## src/rtl/text_box_writer.sv

```systemverilog
// Typewriter-style dialog writer: maps ASCII to glyph indices and fills a COLS x ROWS cell RAM.
// Optional macro TEXT_SKIP_EN lets an advance_in rising edge cut short the per-glyph delay.
module text_box_writer #(
    parameter int COLS       = 16,
    parameter int ROWS       = 2,
    parameter int CHAR_DELAY = 1000000
) (
    input  logic                            pixel_clk_in,
    input  logic                            rst_in,
    input  logic [7:0]                      char_in,
    input  logic                            char_valid_in,
    output logic                            char_ready_out,
    input  logic                            advance_in,
    output logic                            cell_we_out,
    output logic [$clog2(COLS*ROWS)-1:0]    cell_addr_out,
    output logic [5:0]                      cell_data_out,
    output logic                            busy_out,
    output logic                            page_full_out
);

    // state      | meaning
    // S_IDLE     | waiting for a character (ready high)
    // S_WRITE    | glyph strobe cycle, or one-cycle gap for a newline
    // S_DELAY    | typewriter gap after a written glyph
    // S_PAGE_FULL| page exhausted, waiting for advance_in rising edge
    // S_CLEAR    | blanking every cell in ascending address order

    localparam int CELLS = COLS * ROWS;
    localparam int AW    = $clog2(CELLS);
    localparam int CW    = (COLS > 1) ? $clog2(COLS) : 1;
    localparam int RW    = (ROWS > 1) ? $clog2(ROWS) : 1;
    localparam int DW    = (CHAR_DELAY > 1) ? $clog2(CHAR_DELAY) : 1;

    localparam logic [CW-1:0] COL_LAST   = CW'(COLS - 1);
    localparam logic [RW-1:0] ROW_LAST   = RW'(ROWS - 1);
    localparam logic [AW-1:0] ADDR_LAST  = AW'(CELLS - 1);
    localparam logic [DW-1:0] DELAY_LOAD = DW'(CHAR_DELAY - 1);

    typedef enum logic [2:0] {
        S_IDLE,
        S_WRITE,
        S_DELAY,
        S_PAGE_FULL,
        S_CLEAR
    } state_t;

    state_t          state;
    logic [CW-1:0]   col;
    logic [RW-1:0]   row;
    logic            wrapped;
    logic            page_done;
    logic [DW-1:0]   delay_cnt;
    logic            adv_q;
    logic            we_q;
    logic [AW-1:0]   addr_q;
    logic [5:0]      data_q;

    logic            adv_rise;
    logic            delay_done;
    logic            is_newline;
    logic [AW-1:0]   cursor_addr;

    function automatic logic [5:0] glyph_of(input logic [7:0] c);
        logic [5:0] g;
        g = 6'd0;
        if (c >= 8'h41 && c <= 8'h5A)      g = 6'(c - 8'h40);
        else if (c >= 8'h61 && c <= 8'h7A) g = 6'(c - 8'h60);
        else if (c >= 8'h30 && c <= 8'h39) g = 6'(c - 8'h15);
        else if (c == 8'h21)               g = 6'd37;
        else if (c == 8'h2E)               g = 6'd38;
        else if (c == 8'h3F)               g = 6'd39;
        return g;
    endfunction

    assign adv_rise    = advance_in & ~adv_q;
    assign is_newline  = (char_in == 8'h0A);
    assign cursor_addr = AW'(int'(row) * COLS + int'(col));

`ifdef TEXT_SKIP_EN
    assign delay_done = (delay_cnt == '0) || adv_rise;
`else
    assign delay_done = (delay_cnt == '0);
`endif

    always_ff @(posedge pixel_clk_in) begin
        if (rst_in) begin
            state     <= S_IDLE;
            col       <= '0;
            row       <= '0;
            wrapped   <= 1'b0;
            page_done <= 1'b0;
            delay_cnt <= '0;
            adv_q     <= 1'b0;
            we_q      <= 1'b0;
            addr_q    <= '0;
            data_q    <= '0;
        end else begin
            adv_q <= advance_in;
            we_q  <= 1'b0;
            case (state)
                S_IDLE: begin
                    if (char_valid_in) begin
                        state <= S_WRITE;
                        if (is_newline) begin
                            // a newline right after an automatic wrap would only add a blank line
                            if (!(wrapped && col == '0 && row != '0)) begin
                                col <= '0;
                                if (row == ROW_LAST) page_done <= 1'b1;
                                else                 row <= row + RW'(1);
                            end
                            wrapped <= 1'b0;
                        end else begin
                            we_q   <= 1'b1;
                            addr_q <= cursor_addr;
                            data_q <= glyph_of(char_in);
                            if (col == COL_LAST) begin
                                col <= '0;
                                if (row == ROW_LAST) begin
                                    page_done <= 1'b1;
                                    wrapped   <= 1'b0;
                                end else begin
                                    row     <= row + RW'(1);
                                    wrapped <= 1'b1;
                                end
                            end else begin
                                col     <= col + CW'(1);
                                wrapped <= 1'b0;
                            end
                        end
                    end
                end
                S_WRITE: begin
                    // we_q is high here only for a real glyph; newlines skip the delay
                    if (we_q && CHAR_DELAY != 0) begin
                        state     <= S_DELAY;
                        delay_cnt <= DELAY_LOAD;
                    end else begin
                        state <= page_done ? S_PAGE_FULL : S_IDLE;
                    end
                end
                S_DELAY: begin
                    if (delay_done) begin
                        state     <= page_done ? S_PAGE_FULL : S_IDLE;
                        delay_cnt <= '0;
                    end else begin
                        delay_cnt <= delay_cnt - DW'(1);
                    end
                end
                S_PAGE_FULL: begin
                    if (adv_rise) begin
                        state  <= S_CLEAR;
                        we_q   <= 1'b1;
                        addr_q <= '0;
                        data_q <= 6'd0;
                    end
                end
                S_CLEAR: begin
                    if (addr_q == ADDR_LAST) begin
                        state     <= S_IDLE;
                        row       <= '0;
                        col       <= '0;
                        wrapped   <= 1'b0;
                        page_done <= 1'b0;
                    end else begin
                        we_q   <= 1'b1;
                        addr_q <= addr_q + AW'(1);
                    end
                end
                default: state <= S_IDLE;
            endcase
        end
    end

    assign char_ready_out = (state == S_IDLE);
    assign busy_out       = (state != S_IDLE);
    assign page_full_out  = (state == S_PAGE_FULL);
    assign cell_we_out    = we_q;
    assign cell_addr_out  = addr_q;
    assign cell_data_out  = data_q;

endmodule

```

## config.mk

```make
export PLATFORM = sky130hd
export DESIGN_NAME = text_box_writer
export DESIGN_NICKNAME = d
export VERILOG_FILES = /design/src/rtl/text_box_writer.sv
export SDC_FILE = /design/constraint.sdc
export NUM_CORES = 1
export LEC_CHECK = 0
export BUFFER_PORTS_ARGS = -buffer_cell sky130_fd_sc_hd__buf_2
export CAP_MARGIN = 25
export CORE_MARGIN = 5
export CORE_UTILIZATION = 55
export DETAILED_ROUTE_END_ITERATION = 10
export HOLD_SLACK_MARGIN = 0.08
export PLACE_DENSITY = 0.74
export SYNTH_ARGS = -nofsm -noshare
export SYNTH_HDL_FRONTEND = slang
export SYNTH_SLANG_ARGS = --single-unit
```

## constraint.sdc

```tcl
create_clock -name pixel_clk_in -period 4.2 [get_ports pixel_clk_in]
set_input_delay 0.42 -clock pixel_clk_in [delete_from_list [all_inputs] [get_ports pixel_clk_in]]
set_output_delay 0.42 -clock pixel_clk_in [all_outputs]
set_load 0.02 [all_outputs]
```

==> results.md <==
- Status: finished, final reports clean
- DRT antenna net count: 0
- WP data required: 4.36 ns
- Design Power: 2370 µW
- Hold WC Path Type: in2reg
- WL per Instance: 15.7 µm
- WHS Endpoint: adv_q
- Rel. slew slack: 0.511
- Reg-to-Reg Start: delay_cnt[2]
- CTS Root Cell: clkbuf_8
- GRT Overall Usage: 0.212
- Clock Tree Buf Depth: 2
- Synth Cell Area: 2650 µm²
- Fin. Hold Viols: 0
- I/O Pins: 27
- Pre-CTS setup slack: 1.87 ns
- LEAKAGE: 0.00112 µW
- Nets: 362
- Share of the synthesized area in the top cell type: 0.325
- Main synth FF type: dfxtp_1
- Initial Util: 0.565
- Yosys reg bits: 43
- Drt via density: 6.27
- CTS tree: built
- Cell breakdown of the critical path: or4_1, nor3_1, nand4_1, mux2i_1, a21oi_1
- Non-Filler Instances: 395
- Area leader, netlist: dfxtp_1
- WS Path Type: reg2reg
- Hold path cells: 2
- Total number of vias: 2476
- Clk_lat worst skew: 0.31 ns
- Cts repair resizes: 0
- Port-buffer cells: 26
- Sink Count: 43
- Sequential area share after synthesis: 0.325
- Largest net degree at the start of global routing: 40
- CTS Buf Count: 5
- Reg2Reg Setup Slack: 1.99 ns
- EDFF count, synth: 0
- Max Cap Viol: 0
- Syn Nets: 345
- Crit path launch type: register
- Peak per-stage delay on the critical path: 0.61 ns
- Area grow syn2layout: 8.08%
- Die extent in y: 79.4 µm
- Tightest hold margin: 0.351 ns
- Post-synth top cells: dfxtp_1 (43), nor2_1 (30), a21oi_1 (23), nand2_1 (19), o21ai_0 (17)
- RR Endpoint: delay_cnt[19]
- Crit path max fanout: 7
- Share of cells above drive strength 1: 0.150
- Die width: 79.4 µm
- RSZ-0062 raised after global routing: false
- Gr ovfl total: 0
- Yosys cell types: 65
- Residual DRC: 0
- Max frequency: 453 MHz
- Total wire length: 6190 µm
- CP arrival: 2.37 ns
- Clk slew on worst S/H paths: 0.08 ns
- Count leader, synth: dfxtp_1
- Synth Instances: 323
- # Post-CTS Setup Buffers: 0
- # setup viols final: 0
- H-tree depth: 2
- Initial antenna violation count: 0
- CP max stage cell: nor3_1
- Ant diodes: 0
- Asr flop ratio synth: 0
- Worst Tran Pin Value: 0.733 ns
- CP Capture Type: register
- YS warnings: 0
- Cell Count Post-Placement: 387
- Setup WS post-layout: 1.99 ns
- Fill count: 434
- Setup Skew: 0.00763 ns
- Max-slew violation count: 0
- Reg2Reg Depth: 5
- Core box area: 4690 µm²
- Hold Startpoint: advance_in
- DRT iter0 DRCs: 147
- Maximum VDD drop: 315 µV
- First-pass GRT wire length: 10700 µm
- Largest cells by area after synthesis: dfxtp_1 (32%), ha_1 (4.7%), a21oi_1 (4.3%)
- CP top delay family: simple AND/OR/NAND/NOR gates
- Synth Area per Inst: 8.20 µm²
- Pwr/cell area: 829 nW/µm²
- CTS Hold Buffers Added: 0
- Row cnt: 25
- Die area: 6300 µm²
- Period minus WS final: 2.21 ns
- Drt pass-1 iters: 4
- Vias in the first global route: 2303
- Post-DP HPWL: 4530 µm
- Tcrit/Tclk final: 0.526
- Final TNS setup: 0 ns
- CP bufs+invs: 0
- GPL Wtd Cong: 0.904
==> layout by cell type, fill, tap and decap left out, drive strengths merged, types with 5 or more instances in the layout <==
cell type	instances
nand4	7
nand3	15
nor2	30
nor4	5
nor3	11
a21oi	24
ha	10
a22oi	6
o21ai	17
inv	13
mux2i	5
a31oi	10
nor2b	5
nand2	19
dfxtp	43
buf	26
a211oi	8
nand2b	7
clkbuf	7
==> per-stage QoR <==
step           area [µm²]   util
2_1_floorplan        2650      -
3_3_place_gp         2780  0.593
3_5_place_dp         2780  0.593
4_1_cts              2860  0.610
5_1_grt              2860  0.610
6_report             2860  0.610
==> state kept, by name, indices dropped and copies added, names as in the netlist <==
name           cells
page_done          1
cell_we_out        1
adv_q              1
cell_data_out      6
col                4
cell_addr_out      5
wrapped            1
state              3
delay_cnt         20
row                1
==> logic make-up after synthesis <==
group / Yosys count / share of synthesized area
buf+inv: 29 / 0.0430
compound gates: 96 / 0.248
flops: 43 / 0.325
fa+ha+maj: 10 / 0.0472
mux: 7 / 0.0274
xor+xnor: 6 / 0.0198
simple gates: 132 / 0.290
==> layout make-up <==
cell class | count | area (µm²) | share of cell area
clock buffers | 7 | 76.3 | 0.0267
clock inverters | 1 | 5.00 | 0.00175
inverters | 13 | 48.8 | 0.0170
multi-input cells | 251 | 1670 | 0.585
flip-flops and latches | 43 | 861 | 0.301
well taps | 54 | 67.6 | 0.0236
repair buffers | 26 | 130 | 0.0455
==> where the power goes <==
group / leakage (µW) / switching [µW] / total (µW) / internal [µW]
Combinational: 0.000729 / 880 / 1410 / 529
Clock: 0.0000422 / 144 / 261 / 117
Sequential: 0.000350 / 166 / 704 / 538
Total: 0.00112 / 1190 / 2370 / 1180
==> worst max-delay path by stage <==
stage	startpoint	endpoint	depth (start not counted)	slack, ns
2_1_floorplan	char_in[0]	cell_addr_out[0]	7	2.22
3_3_place_gp	char_in[0]	cell_addr_out[0]	8	1.92
3_5_place_dp	char_in[0]	cell_addr_out[0]	8	1.87
4_1_cts	delay_cnt[2]	delay_cnt[19]	5	1.97
5_1_grt	delay_cnt[2]	delay_cnt[17]	5	1.81
6_report	delay_cnt[2]	delay_cnt[19]	5	1.99
==> routing by layer <==
metal	share of wire	global-route usage
met1	0.45	0.275
met2	0.50	0.353
met3	0.045	0.0406
met4	0.014	0.0722
met5	0	0
(Power assumes the default switching activity.)
